<file path="config.mk">
export PLATFORM = sky130hd
export DESIGN_NAME = mult_add_lanes
export DESIGN_NICKNAME = d
export VERILOG_FILES = /design/src/rtl/mult_add_lanes.sv
export SDC_FILE = /design/constraint.sdc
export NUM_CORES = 1
export LEC_CHECK = 0
export ABC_AREA = 1
export CAP_MARGIN = 20
export CORE_MARGIN = 3
export CORE_UTILIZATION = 45
export DETAILED_ROUTE_END_ITERATION = 16
export GPL_TIMING_DRIVEN = 0
export SLEW_MARGIN = 30
export SYNTH_ARGS = -nofsm -noshare
export SYNTH_HDL_FRONTEND = slang
export SYNTH_SLANG_ARGS = --single-unit
</file>
<file path="constraint.sdc">
create_clock -name clk -period 11.8 [get_ports clk]
set_input_delay 3.54 -clock clk [delete_from_list [all_inputs] [get_ports clk]]
set_output_delay 3.54 -clock clk [all_outputs]
set_load 0.02 [all_outputs]
</file>
<file path="src/rtl/mult_add_lanes.sv">
// Multi-lane signed fixed-point MAC: per-beat lane products are summed and accumulated until a last beat.
// Optional clamping of the result to OUT_W bits is enabled by defining MAC_SAT_EN.
module mult_add_lanes #(
  parameter int BITWIDTH = 8,
  parameter int LANES    = 4,
  parameter int ACC_W    = 2*BITWIDTH+$clog2(LANES)+8,
  parameter int OUT_W    = 2*BITWIDTH,
  parameter int CNT_W    = 16
) (
  input  logic                      clk,
  input  logic                      reset,
  input  logic                      in_valid,
  output logic                      in_ready,
  input  logic [LANES*BITWIDTH-1:0] in_a,
  input  logic [LANES*BITWIDTH-1:0] in_b,
  input  logic                      in_last,
  output logic                      out_valid,
  input  logic                      out_ready,
  output logic [OUT_W-1:0]          out_data,
  output logic [CNT_W-1:0]          out_count,
  output logic                      out_sat
);

  localparam int PROD_W = 2*BITWIDTH;
  localparam logic [CNT_W-1:0] CNT_ONE = {{(CNT_W-1){1'b0}}, 1'b1};

  // Returns {sat, data}: either a clamp into the signed OUT_W range or a plain truncation.
  function automatic logic [OUT_W:0] result_f(input logic [ACC_W-1:0] x);
`ifdef MAC_SAT_EN
    logic signed [ACC_W-1:0] max_v;
    logic signed [ACC_W-1:0] min_v;
    max_v = {{(ACC_W-OUT_W+1){1'b0}}, {(OUT_W-1){1'b1}}};
    min_v = {{(ACC_W-OUT_W+1){1'b1}}, {(OUT_W-1){1'b0}}};
    if ($signed(x) > max_v) begin
      result_f = {1'b1, max_v[OUT_W-1:0]};
    end else if ($signed(x) < min_v) begin
      result_f = {1'b1, min_v[OUT_W-1:0]};
    end else begin
      result_f = {1'b0, x[OUT_W-1:0]};
    end
`else
    result_f = {1'b0, x[OUT_W-1:0]};
`endif
  endfunction

  logic                      en_s;
  logic                      accept_s;
  logic                      v0_r;
  logic                      last0_r;
  logic [LANES*BITWIDTH-1:0] a0_r;
  logic [LANES*BITWIDTH-1:0] b0_r;
  logic                      v1_r;
  logic                      last1_r;
  logic [LANES*PROD_W-1:0]   prod_s;
  logic [LANES*PROD_W-1:0]   prod_r;
  logic [ACC_W-1:0]          sum_s;
  logic [ACC_W-1:0]          acc_r;
  logic [ACC_W-1:0]          acc_next_s;
  logic [CNT_W-1:0]          cnt_r;
  logic [CNT_W-1:0]          cnt_next_s;
  logic                      first_r;
  logic [OUT_W:0]            res_s;
  logic                      out_valid_r;
  logic [OUT_W-1:0]          out_data_r;
  logic [CNT_W-1:0]          out_count_r;
  logic                      out_sat_r;

  // A held result blocks every stage, so the whole pipe advances on one enable.
  assign en_s      = !out_valid_r || out_ready;
  assign in_ready  = en_s && reset;
  assign accept_s  = in_valid && in_ready;
  assign out_valid = out_valid_r;
  assign out_data  = out_data_r;
  assign out_count = out_count_r;
  assign out_sat   = out_sat_r;

  // Lane products, operands sign-extended so the low PROD_W bits are the signed product.
  always_comb begin
    logic [PROD_W-1:0] ax;
    logic [PROD_W-1:0] bx;
    prod_s = '0;
    for (int k = 0; k < LANES; k++) begin
      ax = {{BITWIDTH{a0_r[k*BITWIDTH+BITWIDTH-1]}}, a0_r[k*BITWIDTH +: BITWIDTH]};
      bx = {{BITWIDTH{b0_r[k*BITWIDTH+BITWIDTH-1]}}, b0_r[k*BITWIDTH +: BITWIDTH]};
      prod_s[k*PROD_W +: PROD_W] = ax * bx;
    end
  end

  // Adder tree over the registered products plus the accumulate/count update.
  always_comb begin
    sum_s = '0;
    for (int k = 0; k < LANES; k++) begin
      sum_s = sum_s + {{(ACC_W-PROD_W){prod_r[k*PROD_W+PROD_W-1]}}, prod_r[k*PROD_W +: PROD_W]};
    end
    if (first_r) begin
      acc_next_s = sum_s;
      cnt_next_s = CNT_ONE;
    end else begin
      acc_next_s = acc_r + sum_s;
      cnt_next_s = cnt_r + CNT_ONE;
    end
    res_s = result_f(acc_next_s);
  end

  // Input capture stage.
  always_ff @(posedge clk or negedge reset) begin
    if (!reset) begin
      v0_r    <= 1'b0;
      last0_r <= 1'b0;
      a0_r    <= '0;
      b0_r    <= '0;
    end else if (en_s) begin
      v0_r <= accept_s;
      if (accept_s) begin
        last0_r <= in_last;
        a0_r    <= in_a;
        b0_r    <= in_b;
      end
    end
  end

  // Product register stage.
  always_ff @(posedge clk or negedge reset) begin
    if (!reset) begin
      v1_r    <= 1'b0;
      last1_r <= 1'b0;
      prod_r  <= '0;
    end else if (en_s) begin
      v1_r <= v0_r;
      if (v0_r) begin
        last1_r <= last0_r;
        prod_r  <= prod_s;
      end
    end
  end

  // Accumulate stage and the result register held for the output handshake.
  always_ff @(posedge clk or negedge reset) begin
    if (!reset) begin
      acc_r       <= '0;
      cnt_r       <= '0;
      first_r     <= 1'b1;
      out_valid_r <= 1'b0;
      out_data_r  <= '0;
      out_count_r <= '0;
      out_sat_r   <= 1'b0;
    end else if (en_s) begin
      if (v1_r) begin
        acc_r   <= acc_next_s;
        cnt_r   <= cnt_next_s;
        first_r <= last1_r;
      end
      if (v1_r && last1_r) begin
        out_valid_r <= 1'b1;
        out_data_r  <= res_s[OUT_W-1:0];
        out_count_r <= cnt_next_s;
        out_sat_r   <= res_s[OUT_W];
      end else if (out_ready && out_valid_r) begin
        out_valid_r <= 1'b0;
      end
    end
  end

endmodule
</file>
==> results.md <==
* RePlAce Congestion at 0.867
* Grt total ovfl at 0
* Setup crit start kind: primary input
* Worst path required time at 8.26 ns
* Critical path buffers and inverters at 2
* Nets at 3155
* I/O pin total at 104
* Yosys synthesis warning count at 0
* Sequential-to-total area share from yosys stat at 23.9%
* DR vias/cell at 4.90
* Slew Limit Fails at 0
* Post-synthesis cell count at 2563
* Worst-path clk slew at 0.07 ns
* Worst Path Max Fanout at 4
* Fillers at 4446
* Core Area at 45500 um2
* Post-cts resize count at 0
* Share of Yosys cell area claimed by the top area cell type at 24.2%
* Fraction of layout cells with a size suffix above 1 at 6.19%
* Die X at 221 um
* TritonRoute pass-1 iters at 5
* Pin count of the biggest net entering global routing at 77
* FMAX at 114 MHz
* Vias at 16.2k
* Cell variety after synth at 46
* Clock skew at 0.0152 ns
* CTS tree: done
* Top FF cell, synth: dfrtp_1
* Die area at 48800 um2
* Synth async-reset ratio at 100%
* Setup-failing EPs final at 0
* Synth Area per Inst at 8.10 um2
* Setup bufs post-CTS at 0
* Crit path kind: primary input to output port
* Commonest cells post-synth: nand2_1 (606), inv_1 (590), fa_1 (251)
* Layout area overhead at 11.7%
* Skew-Pair Late Insertion Delay at 0.50 ns
* Crit path DAT at 5.22 ns
* Fin crit period at 8.76 ns
* Htree depth at 4
* DR iter-0 viols at 867
* DP Wirelength at 40700 um
* EDFF count, synth at 0
* Root Buffer: clkbuf_16
* GRT Util Overall at 21.4%
* Synth top area cells: fa_1 (24%), dfrtp_1 (24%), nand2_1 (11%)
* Max cap viols at 0
* DRC at 0
* Initial Util at 45.7%
* Post-route ant nets at 0
* Post-CTS Hold Buffers at 0
* Worst-Margin Slew at 0.955 ns
* Top delay family on crit path: buffers and inverters
* Final count of hold timing violations at 0
* Synthesized Nets at 3032
* Max-Slew Margin vs Limit at 36.4%
* FP Rows at 78
* # clock sinks at 198
* Mapped Area at 20800 um2
* Top-count cell post-synth: nand2_1
* Critical path's slowest cell: clkdlybuf4s50_1
* Status: finished, final reports clean
* Setup TNS at 0 ns
* Initial antenna violation count at 0
* Number of global-route vias before repair at 16.8k
* Buffer levels on the longest clock path at 2
* Wire length per cell at 15.1 um
* Hold Crit Class: flop to flop
* Crit. End Element: output port
* RSZ-0062 raised after global routing: no
* WL final at 49700 um
* First-pass GRT wire length at 84600 um
* Final worst-path cycle share at 74.2%
* Crit path cell chain: clkdlybuf4s50_1 -> nor2_1 -> nor2_1 -> clkdlybuf4s50_1
* Max incr delay on CP at 0.59 ns
* Synthesis-stage register bit count at 198
* Height of the die at 221 um
* IO Port Bufs at 102
* Yosys top cell by area: fa_1
* Antenna diode count at 0
* CTS buffer count at 17
[metal layers]
metal | track usage (%) | part of all wire, % | up-vias
met3 | 3.34 | 3.5 | 58
met1 | 28.7 | 46 | 7833
li1 | - | - | 7996
met4 | 6.23 | 2.0 | 0
met2 | 36.0 | 48 | 271
met5 | 0 | 0 | -
[path summary, 6_finish.rpt]
check,startpoint,cells past startpoint,slack [ns],endpoint
setup / recovery,out_ready,4,3.04,in_ready
setup reg to reg,b0_r[2],17,7.24,prod_r[15]
hold / removal,out_data[12],2,0.48,out_data[12]
max in group asynchronous,reset,2,7.95,a0_r[15]
hold reg to reg,out_data[12],2,0.48,out_data[12]
min in group asynchronous,reset,1,3.03,a0_r[24]
[worst min-delay path: cells and delay by family, from the launching register on]
family,cells,cell delay [ns]
flip-flops,1,0.35
AND/OR/NAND/NOR,2,0.10
[metrics by stage]
stage | hold slack (ns) | cell area (um2) | std cells | util (%) | worst slack [ns]
global route | 0.503 | 23200 | 3299 | 51.0 | 3.02
CTS | 0.487 | 23200 | 3299 | 51.0 | 3.08
finish | 0.481 | 23200 | 3299 | 51.0 | 3.04
global placement | 0.467 | 22500 | 3265 | 49.6 | -4.04
detailed placement | 0.467 | 22600 | 3267 | 49.7 | 3.09
floorplan | 0.453 | 20800 | 2563 | - | 4.32
[flip-flops by register name, indices dropped and copies added, names as in the netlist]
| register | flops |
|---|---|
| last1_r | 1 |
| cnt_r | 16 |
| last0_r | 1 |
| out_data | 16 |
| v0_r | 1 |
| prod_r | 64 |
| b0_r | 32 |
| a0_r | 32 |
| first_r | 1 |
| out_valid | 1 |
| acc_r | 16 |
| out_count | 16 |
| v1_r | 1 |
[placed cells by master, fill, tap and decap left out, types with 2 or more instances in the layout]
cell type / instances
o21ai_0: 106
xnor2_1: 26
o21ai_1: 16
nor3_2: 2
a21oi_1: 70
nand3_1: 111
or2_2: 24
and2_1: 4
inv_8: 6
inv_6: 4
nor2_1: 109
buf_2: 17
clkbuf_1: 74
clkbuf_16: 17
fa_1: 251
nand2_1: 606
mux2_2: 60
dfrtp_1: 197
nor2_2: 4
nand3b_1: 6
o21bai_1: 6
nor3_1: 12
clkdlybuf4s50_1: 101
nor4_2: 2
o21ai_2: 3
buf_4: 7
o22ai_1: 3
xor2_1: 27
o2111ai_1: 3
inv_2: 4
nand2_2: 4
nand3_2: 2
buf_16: 2
a31oi_1: 30
buf_1: 4
ha_1: 149
inv_1: 590
nand4_1: 22
[cell type report]
cell class / instances / area (um2) / share of cell area [%]
flip-flops and latches: 198 / 4960 / 21.4
well taps: 600 / 751 / 3.24
plain buffers: 101 / 427 / 1.84
multi-input cells: 1669 / 13200 / 56.7
repair buffers: 104 / 1080 / 4.66
clock inverters: 13 / 149 / 0.642
clock buffers: 19 / 443 / 1.91
inverters: 595 / 2230 / 9.63
[kinds of logic (layout without fill, tap and decap cells)]
kind of cell	count (synthesis)	in the layout	synth area share [%]
AO/OA/AOI/OAI	242	242	6.28
XOR/XNOR	53	53	2.23
adder cells (fa/ha/maj)	400	400	33.2
buffers and inverters	696	832	12.8
flip-flops	198	198	23.9
multiplexers	60	60	3.25
other	1	1	0.0181
AND/OR/NAND/NOR	913	913	18.4
Power is left out: the tool's default activity adds up to more than one toggle a clock period on the data nets, which glitch-free logic cannot reach.
==> RTL change 1, RTL diff (same flow settings) <==
Add a define of `MAC_SAT_EN`.
--- a/src/rtl/mult_add_lanes.sv
+++ b/src/rtl/mult_add_lanes.sv
@@ -2,2 +2,4 @@
 // Optional clamping of the result to OUT_W bits is enabled by defining MAC_SAT_EN.
+`define MAC_SAT_EN
+
 module mult_add_lanes #(
Behaviour: not the same (Yosys sat finds a counterexample within 4 cycles, from zero or initial values and one cycle with reset low).
==> RTL change 1 against the unedited design <==
- wire length is 8.5% higher
- sequential cell count is 11 higher
- non-clock buffer count is 8 higher
- area after synthesis is 6.7% higher
- setup slack worse by 0.013 ns
- cell area is 8.1% higher
Power is left out: the tool's default activity adds up to more than one toggle a clock period on the data nets, which glitch-free logic cannot reach.
==> RTL change 1: results <==
export IMPL_nFillCells=4715
export IMPL_final_nets=3424
export IMPL_worstPathMaxFanout=71
export IMPL_cp_slowest_cell="clkdlybuf4s50_1"
export IMPL_synth_nets=3289
export IMPL_reg_top3="prod_r (64), a0_r (32), b0_r (32)"
export IMPL_grt_pass1_wl_um=91500
export IMPL_cpPeakStageDelay_ns=0.65
export IMPL_hp_class="reg2reg"
export IMPL_antenna_found_initial=0
export IMPL_drt_iter0_markers=793
export IMPL_yosys_most_used_dff="dfrtp_1"
export IMPL_fin_skew_ns=0.0135
export IMPL_place_area_sq_um=24100
export IMPL_gp_congestion=0.916
export IMPL_tightest_slew_ns=0.838
export IMPL_top_layer_used="met4"
export IMPL_wl_met1_um=24000
export IMPL_clock_latency_ns=0.56
export IMPL_wl_met2_um=26600
export IMPL_antenna_cells=0
export IMPL_yosysWarnings=0
export IMPL_synth_commonest_cells="719 x nand2_1, 668 x inv_1, 254 x fa_1"
export IMPL_critPathTopFamily="buffers and inverters"
export IMPL_synth_area_leaders="dfrtp_1 23%, fa_1 23%, nand2_1 12%"
export IMPL_hpwl_um=44500
export IMPL_critical_path_arrival_ns=5.23
export IMPL_groute_usage_overall_pct=21.3
export IMPL_ctsHtreeMaxLevel=1
export IMPL_grt_pass1_vias=18362
export IMPL_status="finished clean"
export IMPL_cts_resized_gates=0
export IMPL_drive_gt1_share_pct=6.65
export IMPL_ys_types=49
export IMPL_post_cts_setup_buffers=0
export IMPL_wl_per_cell_um=14.9
export IMPL_grt_max_degree=72
export IMPL_multiInputGateArea_sq_um=14000
export IMPL_cts_root_buf="clkbuf_16"
export IMPL_clk_pin_slew_ns=0.05
export IMPL_synth_seq_area_share_pct=23.6
export IMPL_cts_max_path_buffers=3
export IMPL_io_buffers=103
export IMPL_vias_per_cell=4.83
export IMPL_cts_buffers_inserted=27
export IMPL_dr_wl_met3_um=1860
export IMPL_async_reset_ff_share_pct=100
export IMPL_dr_pass1_iters=5
==> RTL change 1: cell types whose count changed after synthesis, moves of 12 or more <==
cell | before | now
buf_2 | 17 | 1
nand4_1 | 22 | 9
a31oi_1 | 30 | 18
o21ai_0 | 106 | 145
o21ai_1 | 16 | 2
clkbuf_1 | 73 | 94
nand2_1 | 606 | 719
inv_1 | 590 | 668
a21oi_1 | 70 | 89
nand3_1 | 111 | 77
or2_2 | 24 | 43
==> RTL change 1: path summary, 6_finish.rpt <==
kind / startpoint / end / slack [ns] / depth (start not counted)
worst min-delay path: out_data[5]$_DFFE_PN0P_ / out_data[5]$_DFFE_PN0P_ / 0.47 / 2
worst min register to register: out_data[5]$_DFFE_PN0P_ / out_data[5]$_DFFE_PN0P_ / 0.47 / 2
min in group asynchronous: reset / acc_r[23]$_DFFE_PN0P_ / 2.87 / 1
max in group asynchronous: reset / prod_r[36]$_DFFE_PN0P_ / 8.04 / 3
worst max register to register: prod_r[33]$_DFFE_PN0P_ / out_data[13]$_DFFE_PN0P_ / 6.46 / 32
worst max-delay path: reset / in_ready / 3.03 / 5
==> RTL change 1: cell type report <==
class | count | share of cell area, %
Sequential cell | 209 | 20.9
Inverter | 669 | 10.0
Buffer | 107 | 1.78
Multi-Input combinational cell | 1821 | 55.8
Tap cell | 656 | 3.27
Timing Repair Buffer | 106 | 4.46
Clock inverter | 9 | 0.589
Clock buffer | 40 | 3.25
==> RTL change 1: logic make-up after synthesis <==
family,Yosys count,synth area share [%]
AOI/OAI and AO/OA,282,6.76
xor gates and xnor gates,57,2.25
adders and majority gates,414,32.0
buffers and inverters,776,13.3
DFF,209,23.6
muxes,60,3.05
and+or+nand+nor,1008,19.0
==> RTL change 1: tightest hold or removal path, stage by stage (launching register included) <==
cell and delay [ns]:
dfrtp_1 0.34, nand2_1 0.05, nand2_1 0.05
==> RTL change 1: per-layer routing <==
layer / up-vias / GRT usage, %
met5: - / 0
met4: 0 / 5.49
met3: 68 / 2.36
met2: 291 / 37.5
met1: 8432 / 28.1
li1: 8678 / -
==> RTL change 1: per-stage QoR <==
stage                     hold WS (ns)  worst slack, ns  cells
final                            0.475             3.03   3617
after global placement           0.463            -4.42   3565
after global routing             0.507             2.87   3617
after floorplan                  0.453             4.35   2806
after CTS                        0.480             2.98   3617
after detailed placement         0.464             2.98   3568
==> RTL change 2, RTL diff (same settings) <==
Without the edit above. Register the output `out_count` once more; this adds one clock of latency there. The other outputs are not delayed to match.
--- a/src/rtl/mult_add_lanes.sv
+++ b/src/rtl/mult_add_lanes.sv
@@ -73,3 +73,9 @@
   assign out_data  = out_data_r;
-  assign out_count = out_count_r;
+  always_ff @(posedge clk or negedge reset) begin
+    if (!reset) begin
+      out_count <= '0;
+    end else begin
+      out_count <= out_count_r;
+    end
+  end
   assign out_sat   = out_sat_r;
Function: changed (Yosys sat finds a counterexample within 4 cycles, from zero or initial values and one cycle with reset low).
==> RTL change 2 against the unedited design <==
- cell area rose by 3.4%
- global-route usage fell by 0.47 points
- area after synthesis rose by 2.2%
- setup slack got worse by 0.24 ns
- clock skew fell by 0.0028 ns
- wire length rose by 2.1%
- hold slack got worse by 0.11 ns
- sequential share of layout area rose by 0.96 points
- non-clock buffer count did not move
- sequential cell count rose by 16
- largest cell class unchanged
- highest routed layer unchanged
Power is left out: the tool's default activity adds up to more than one toggle a clock period on the data nets, which glitch-free logic cannot reach.
==> RTL change 2: results <==
export IMPL_wl_met1_um=22900
export IMPL_synth_commonest_cells="608 x nand2_1, 592 x inv_1, 251 x fa_1"
export IMPL_wirelength_um=50700
export IMPL_dr_pass1_iters=6
export IMPL_gp_congestion=0.870
export IMPL_groute_usage_overall_pct=20.9
export IMPL_dp_cells=3290
export IMPL_grt_pass1_wl_um=85800
export IMPL_fin_cells=3338
export IMPL_reg_top3="prod_r (64), a0_r (32), b0_r (32)"
export IMPL_hold_start="out_count_r[9]$_DFFE_PN0P_"
export IMPL_synth_area_leaders="dfrtp_1 25%, fa_1 24%, nand2_1 11%"
export IMPL_reg2reg_setup_slack_ns=7.13
export IMPL_wl_met2_um=24800
export IMPL_globalRouteMet2Util_pct=36.2
export IMPL_drive_gt1_share_pct=7.38
export IMPL_fin_skew_ns=0.0125
export IMPL_synth_seq_area_share_pct=25.2
export IMPL_vias=16527
export IMPL_cts_buffers_inserted=26
export IMPL_worstPathMaxFanout=77
export IMPL_ctsHtreeMaxLevel=1
export IMPL_clock_latency_ns=0.56
export IMPL_relSlewSlack_pct=40.0
export IMPL_hpwl_um=41300
export IMPL_grtUsageMet3_pct=2.21
export IMPL_min_to="out_count[9]$_DFF_PN0_"
export IMPL_r2r_end="prod_r[11]$_DFFE_PN0P_"
export IMPL_cpPeakStageDelay_ns=0.63
export IMPL_regToRegStartpoint="a0_r[3]$_DFFE_PN0P_"
export IMPL_cts_max_path_buffers=3
export IMPL_grt_max_degree=78
export IMPL_worstSetupStartpoint="reset"
export IMPL_synth_nets=3054
export IMPL_dr_wl_met3_um=1910
export IMPL_status="finished clean"
export IMPL_drt_iter0_markers=978
export IMPL_fin_ws_ns=2.81
export IMPL_syn_avg_cell_area_sq_um=8.21
export IMPL_dp_slack_ns=2.71
export IMPL_use_met1_pct=28.4
export IMPL_min_path_cells=0
export IMPL_antenna_found_initial=1
export IMPL_critical_path_arrival_ns=5.45
export IMPL_r2r_cells=15
==> RTL change 2: changes by cell type after synthesis, sizes merged, moves of 3 or more <==
cell,unedited run,this run
clkbuf,73,77
buf,28,23
nor2,114,118
nand2,610,619
o21bai,6,3
inv,594,597
nand3,113,104
dfrtp,197,213
==> RTL change 2: layout make-up <==
class	instances	area [sq um]
plain buffers	100	408
flip-flops and latches	214	5360
clock inverters	16	185
clock buffers	32	723
inverters	598	2240
fillers	4421	22000
well taps	600	751
multi-input cells	1673	13200
repair buffers	105	1110
==> RTL change 2: through the flow <==
step                      utilization (%)  cell area, sq um
final                                52.2             24000
after global routing                 52.2             24000
after CTS                            52.2             24000
after detailed placement             50.2             23100
after global placement               50.0             23000
after floorplan                         -             21200
==> RTL change 2: cell families after synthesis <==
| group | share of synthesized area, % |
|---|---|
| compound gates | 6.17 |
| xor+xnor | 2.22 |
| fa+ha+maj | 32.5 |
| buf+inv | 12.5 |
| flops | 25.2 |
| mux | 3.18 |
| other cells | 0.0177 |
| simple gates | 18.2 |
